==> config.mk <==
export PLATFORM = sky130hd
export DESIGN_NAME = tpu_output_requant
export DESIGN_NICKNAME = d
export VERILOG_FILES = /design/src/rtl/tpu_pkg.sv /design/src/rtl/tpu_requant_elem.sv /design/src/rtl/tpu_output_requant.sv
export SDC_FILE = /design/constraint.sdc
export NUM_CORES = 2
export LEC_CHECK = 0
export BUFFER_PORTS_ARGS = -buffer_cell sky130_fd_sc_hd__buf_4
export CORE_MARGIN = 2
export CORE_UTILIZATION = 54
export CTS_BUF_LIST = sky130_fd_sc_hd__clkbuf_16
export DETAILED_ROUTE_END_ITERATION = 10
export PLACE_DENSITY = 0.76
export SYNTH_ARGS = -nofsm -noshare
export SYNTH_HDL_FRONTEND = slang
export SYNTH_SLANG_ARGS = --single-unit
==> constraint.sdc <==
create_clock -name clk -period 35.7 [get_ports clk]
set_input_delay 10.71 -clock clk [delete_from_list [all_inputs] [get_ports clk]]
set_output_delay 10.71 -clock clk [all_outputs]
set_load 0.01 [all_outputs]
==> src/rtl/tpu_pkg.sv <==
// rtl/tpu_pkg.sv - shared types, defaults and saturation helper for the tpu output path
package tpu_pkg;

   localparam int DATA_WIDTH_DEF = 8;
   localparam int ACC_WIDTH_DEF  = 32;
   localparam int SAT_W          = 64;

   typedef enum logic [1:0] {
      S_IDLE,
      S_LOAD,
      S_DRAIN,
      S_FIN
   } state_t;

   // Clamp a signed value into the range of a signed integer of the given width.
   function automatic logic signed [SAT_W-1:0] sat_signed(input logic signed [SAT_W-1:0] v,
                                                          input int width);
      logic signed [SAT_W-1:0] hi;
      logic signed [SAT_W-1:0] lo;
      hi = (SAT_W'(1) << (width - 1)) - SAT_W'(1);
      lo = ~hi;
      if (v > hi)
         sat_signed = hi;
      else if (v < lo)
         sat_signed = lo;
      else
         sat_signed = v;
   endfunction

endpackage

==> src/rtl/tpu_requant_elem.sv <==
// rtl/tpu_requant_elem.sv - combinational requantizer: scale, round-half-up shift, relu, saturate
module tpu_requant_elem
   import tpu_pkg::*;
#(
   parameter int ACC_WIDTH   = ACC_WIDTH_DEF,
   parameter int SCALE_WIDTH = 16,
   parameter int DATA_WIDTH  = DATA_WIDTH_DEF
) (
   input  logic [ACC_WIDTH-1:0]   acc,
   input  logic [SCALE_WIDTH-1:0] scale,
   input  logic [5:0]             shift,
   input  logic                   relu_en,
   output logic [DATA_WIDTH-1:0]  data
);

   localparam int PW = ACC_WIDTH + SCALE_WIDTH + 1;

   logic signed [PW-1:0]    acc_x;
   logic signed [PW-1:0]    scl_x;
   logic signed [PW-1:0]    prod;
   logic signed [PW-1:0]    rnd;
   logic signed [PW-1:0]    shifted;
   logic        [PW-1:0]    one_pw;
   logic signed [SAT_W-1:0] ext;

   always_comb begin
      acc_x  = {{(PW-ACC_WIDTH){acc[ACC_WIDTH-1]}}, acc};
      scl_x  = {{(PW-SCALE_WIDTH){1'b0}}, scale};
      one_pw = {{(PW-1){1'b0}}, 1'b1};
      prod   = acc_x * scl_x;
      rnd    = prod;
      // Adding half an LSB before the arithmetic shift rounds ties toward +inf.
      if (shift != 6'd0)
         rnd = prod + $signed(one_pw << (shift - 6'd1));
      shifted = rnd >>> shift;
      if (relu_en && shifted[PW-1])
         shifted = '0;
      ext  = {{(SAT_W-PW){shifted[PW-1]}}, shifted};
      data = DATA_WIDTH'(sat_signed(ext, DATA_WIDTH));
   end

endmodule

==> src/rtl/tpu_output_requant.sv <==
// rtl/tpu_output_requant.sv - snapshots the accumulator matrix and drains it requantized, row-major
module tpu_output_requant
   import tpu_pkg::*;
#(
   parameter int SIZE        = 4,
   parameter int DATA_WIDTH  = DATA_WIDTH_DEF,
   parameter int ACC_WIDTH   = ACC_WIDTH_DEF,
   parameter int SCALE_WIDTH = 16
) (
   input  logic                            clk,
   input  logic                            rst,
   input  logic                            c_valid,
   input  logic [SIZE*SIZE*ACC_WIDTH-1:0]  c_flat,
   input  logic [7:0]                      matrix_size,
   input  logic [SCALE_WIDTH-1:0]          scale_mult,
   input  logic [5:0]                      shift_amt,
   input  logic                            relu_en,
   output logic                            out_valid,
   input  logic                            out_ready,
   output logic [DATA_WIDTH-1:0]           out_data,
   output logic [7:0]                      out_row,
   output logic [7:0]                      out_col,
   output logic                            out_last,
   output logic                            busy,
   output logic                            drain_done,
   output logic                            overrun
);

   localparam int FLAT_W = SIZE * SIZE * ACC_WIDTH;
   localparam int OFF_W  = $clog2(FLAT_W);

   state_t                   state;
   state_t                   state_n;
   logic [FLAT_W-1:0]        snap;
   logic [SCALE_WIDTH-1:0]   scale_r;
   logic [5:0]               shift_r;
   logic                     relu_r;
   logic [7:0]               n_eff;
   logic [7:0]               n_cap;
   logic [7:0]               sel_row;
   logic [7:0]               sel_col;
   logic                     sel_last;
   logic                     load_out;
   logic                     handshake;
   logic [OFF_W-1:0]         bit_off;
   logic [DATA_WIDTH-1:0]    elem_data;

   assign n_cap     = (matrix_size > 8'(SIZE)) ? 8'(SIZE) : matrix_size;
   assign handshake = out_valid && out_ready;
   assign bit_off   = OFF_W'((32'(sel_row) * SIZE + 32'(sel_col)) * ACC_WIDTH);

   always_comb begin
      state_n  = state;
      sel_row  = out_row;
      sel_col  = out_col;
      load_out = 1'b0;
      case (state)
         S_IDLE:
            if (c_valid)
               state_n = (n_cap != 8'd0) ? S_LOAD : S_FIN;
         S_LOAD: begin
            sel_row  = 8'd0;
            sel_col  = 8'd0;
            load_out = 1'b1;
            state_n  = S_DRAIN;
         end
         S_DRAIN:
            if (handshake) begin
               if (out_last) begin
                  state_n = S_FIN;
               end else begin
                  load_out = 1'b1;
                  if (out_col == n_eff - 8'd1) begin
                     sel_row = out_row + 8'd1;
                     sel_col = 8'd0;
                  end else begin
                     sel_col = out_col + 8'd1;
                  end
               end
            end
         S_FIN:
            state_n = S_IDLE;
         default:
            state_n = S_IDLE;
      endcase
      sel_last = (sel_row == n_eff - 8'd1) && (sel_col == n_eff - 8'd1);
   end

   tpu_requant_elem #(
      .ACC_WIDTH  (ACC_WIDTH),
      .SCALE_WIDTH(SCALE_WIDTH),
      .DATA_WIDTH (DATA_WIDTH)
   ) u_elem (
      .acc    (snap[bit_off +: ACC_WIDTH]),
      .scale  (scale_r),
      .shift  (shift_r),
      .relu_en(relu_r),
      .data   (elem_data)
   );

   always_ff @(posedge clk) begin
      if (rst) begin
         state      <= S_IDLE;
         scale_r    <= '0;
         shift_r    <= '0;
         relu_r     <= 1'b0;
         n_eff      <= '0;
         out_valid  <= 1'b0;
         out_data   <= '0;
         out_row    <= '0;
         out_col    <= '0;
         out_last   <= 1'b0;
         busy       <= 1'b0;
         drain_done <= 1'b0;
         overrun    <= 1'b0;
      end else begin
         state      <= state_n;
         drain_done <= 1'b0;
         if (c_valid) begin
            if (state == S_IDLE) begin
               snap    <= c_flat;
               scale_r <= scale_mult;
               shift_r <= shift_amt;
               relu_r  <= relu_en;
               n_eff   <= n_cap;
               busy    <= 1'b1;
            end else begin
               overrun <= 1'b1;
            end
         end
         if (load_out) begin
            out_valid <= 1'b1;
            out_data  <= elem_data;
            out_row   <= sel_row;
            out_col   <= sel_col;
            out_last  <= sel_last;
         end else if (state == S_DRAIN && handshake && out_last) begin
            out_valid <= 1'b0;
            out_last  <= 1'b0;
         end
         if (state == S_FIN) begin
            drain_done <= 1'b1;
            busy       <= 1'b0;
         end
      end
   end

endmodule

==> results by group <==
Status
  • Status: completed

Detailed routing
  • Final wirelength: 184,000 µm
  • Routed Antenna Nets: 0
  • Initial DRC Count: 4,790
  • DRC: 0
  • Wire length per cell: 27.1 µm
  • Vias per cell: 6.28
  • Number of iterations in the first detailed-routing pass: 6
  • Via count: 42,500

Pwr
  • Peak supply drop: 0.0000805 V
  • Tot Pwr: 6.18 mW
  • Lkg Pwr: 21.5 nW
  • Pwr/cell area: 107 nW/µm²

STA
  • Crit path time final: 27,650 ps
  • Least-Margin Pin Slew: 1440 ps
  • TNS Setup: 0 ps
  • Fmax: 36.2 MHz
  • Clk_skew: 77.9 ps
  • Hold Vio Cnt, Final: 0
  • Final setup fails: 0
  • Relative slew slack: 0.0350
  • Max-slew violations: 0
  • Period Utilization, post-route: 0.775
  • Unrepaired setup endpoints after global routing: false

Place
  • Buffers on Ports: 575
  • Placer congestion estimate: 1.07
  • Detailed Place HPWL: 143,000 µm

Worst setup path
  • Crit path launch type: input pin
  • Levels on crit path: 47
  • Worst Setup End Kind: flip-flop
  • FF-to-FF setup slack: 16,560 ps
  • Top fanout value on the critical path: 88
  • CP arrival: 28,110 ps
  • Kind of critical path: input pin to flip-flop
  • Crit-path max cell delay: 1190 ps
  • CP bufs+invs: 8
  • CP endpoint: out_data[1]
  • FF-to-FF End: out_data[1]
  • CP required: 36,160 ps
  • Critical path's top delay family: compound AO/OA/AOI/OAI gates
  • Critical Path Source: out_ready
  • Reg2reg path depth: 48
  • Reg2reg start: n_eff[0]
  • Slowest stage cell on the critical path: a311oi_1
  • CP most frequent cell: fa_1

Clocking
  • Maximum root-to-sink buffer count: 3
  • Num Clock Sinks: 574
  • Resize count post-CTS: 0
  • Clock-pin slew on the worst setup and hold paths: 60 ps
  • Post-CTS Hold Buffers: 0
  • Post-CTS setup buffers: 0
  • Worst skew pair latency: 690 ps
  • CTS root buf: clkbuf_16
  • Total CTS buffers: 59
  • CTS tree: yes
  • H-tree depth: 2

Global route
  • GRT Overall Usage: 0.382
  • Met3 usage: 0.0631
  • First-pass GRT wire length: 272,000 µm
  • Vias in the first global route: 42,500
  • Met1 Use GR: 0.507
  • Met2 usage: 0.614
  • Gr busiest metal: met2
  • Initial antenna violation count: 29
  • Largest net degree at the start of global routing: 162
  • Grt total ovfl: 0

Floorplan
  • # rows: 112
  • Initial core utilization: 0.544
  • Vert. Die Dim: 310 µm
  • Core area: 93,000 µm²
  • Die width: 310 µm
  • Die ar.: 96,100 µm²
  • I/O pins: 576

Yosys
  • Mapped Cells: 5,048
  • Synth top area share: 0.304
  • Part of the Yosys area used for sequential elements: 0.329
  • EDFF count, synth: 512
  • Area contributors post-synth: edfxtp_1 30%, fa_1 19%, nand2_1 4.7%, ha_1 4.3%, a21oi_1 3.7%
  • Syn avg cell area: 10.0 µm²
  • Cell Area, Synth: 50,600 µm²
  • Ys async rst share: 0
  • Post-synth top flop: edfxtp_1
  • Unique cell type count in the Yosys netlist: 105
  • Yosys reg bits: 574
  • Yosys warns: 0
  • Leading area contributor after synthesis: edfxtp_1
  • Mapped Nets: 6,258

Flow run
  • Max-Cap Viols: 0

Layout
  • Area grow syn2layout: 14.3%
  • Layout Nets: 6,662
  • Share of cells above drive strength 1: 0.177

Worst hold path
  • HP Class: flip-flop to flip-flop
  • Hold path cells: 2
## through the flow
stage | setup slack (ps) | util | cell area [µm²] | hold slack [ps] | std cells
6_report | 8050 | 0.621 | 57800 | 457 | 6777
5_1_grt | 7440 | 0.621 | 57800 | 478 | 6777
4_1_cts | 8830 | 0.621 | 57800 | 458 | 6757
3_5_place_dp | 8250 | 0.600 | 55800 | 450 | 6645
3_3_place_gp | 8360 | 0.600 | 55800 | 443 | 6645
2_1_floorplan | 2010 | - | 50600 | 470 | 5048
## power by group
part	internal [mW]	switching, mW
clock	0.341	0.277
sequential	0.784	0.0194
combinational	1.50	3.26
## layout by cell type, fill, tap and decap left out, types with 23 or more instances in the layout
master     count
mux2_2       129
dfxtp_1       58
nor4_1        23
a21o_1        32
or3_1         30
fa_1         490
and2_1       238
nor3_1        89
a31oi_1       36
nor2_1       397
nand4_1       67
inv_1        405
o21a_1        37
mux2i_1      174
ha_1         172
xnor2_1       54
xor2_1        37
a211oi_1      54
nand3_1       72
mux4_2        39
edfxtp_1     512
o211ai_1      48
buf_4        642
clkbuf_16     59
and3_1        25
o21ai_0      153
nand2_1      635
o21ai_1       25
a21oi_1      369
## worst min-delay path by stage
stage               start          to  slack [ps]
3_5_place_dp   shift_r[3]  shift_r[3]         450
4_1_cts        shift_r[3]  shift_r[3]         460
5_1_grt        shift_r[3]  shift_r[3]         480
2_1_floorplan    n_eff[1]    n_eff[1]         470
3_3_place_gp   shift_r[3]  shift_r[3]         440
6_report       shift_r[3]  shift_r[3]         460
## registers in the layout (all words and copies together), names as in the netlist, 2 cells and up
signal and count:
state 2, out_row 8, scale_r 16, out_col 8, snap 512, out_data 8, shift_r 6, n_eff 8
## area by class of cell
type	count	area [µm²]
well taps	1254	1570
clock inverters	53	475
diodes	20	50.0
repair buffers	645	4880
inverters	402	1510
multi-input cells	3770	31200
clock buffers	59	1480
flip-flops and latches	574	16600
fillers	7554	35200
## synthesized netlist by cell type (9+ instances only)
cell type  instances
nand2_1          636
edfxtp_1         512
fa_1             490
inv_1            399
nor2_1           398
a21oi_1          369
and2_1           238
clkbuf_1         194
mux2i_1          175
ha_1             173
o21ai_0          153
mux2_2           129
nor3_1            90
nand3_1           72
buf_2             70
nand4_1           67
dfxtp_1           62
a211oi_1          54
xnor2_1           54
o211ai_1          48
mux4_2            39
o21a_1            37
xor2_1            37
a31oi_1           36
buf_1             33
a21o_1            32
or3_1             30
and3_1            25
o21ai_1           25
nor4_1            23
a22oi_1           16
o221ai_1          16
a221oi_1          15
nand2b_1          15
o22ai_1           15
o31ai_1           15
a211o_1           14
o2111ai_1         12
or2_2             10
a311oi_1           9
a32oi_1            9
and4_1             9
or4_1              9
## tightest hold or removal path, cell delays in order (launching register included)
cell	delay [ps]
dfxtp_2	320
nand2_1	50
a21oi_1	50
## layer usage
layer | vias to the layer above | wire, µm
met2 | 2322 | 86300
met4 | 6 | 9770
met1 | 21200 | 71400
met5 | - | 40
met3 | 473 | 16000
li1 | 18600 | -
## kinds of logic after synthesis
logic type      Yosys count  synth area share
simple gates           1667             0.154
compound gates         1003             0.129
buf+inv                 704            0.0546
fa+ha+maj               663             0.237
flops                   574             0.329
mux                     343            0.0807
xor+xnor                 94            0.0171
(Power assumes the default switching activity.)
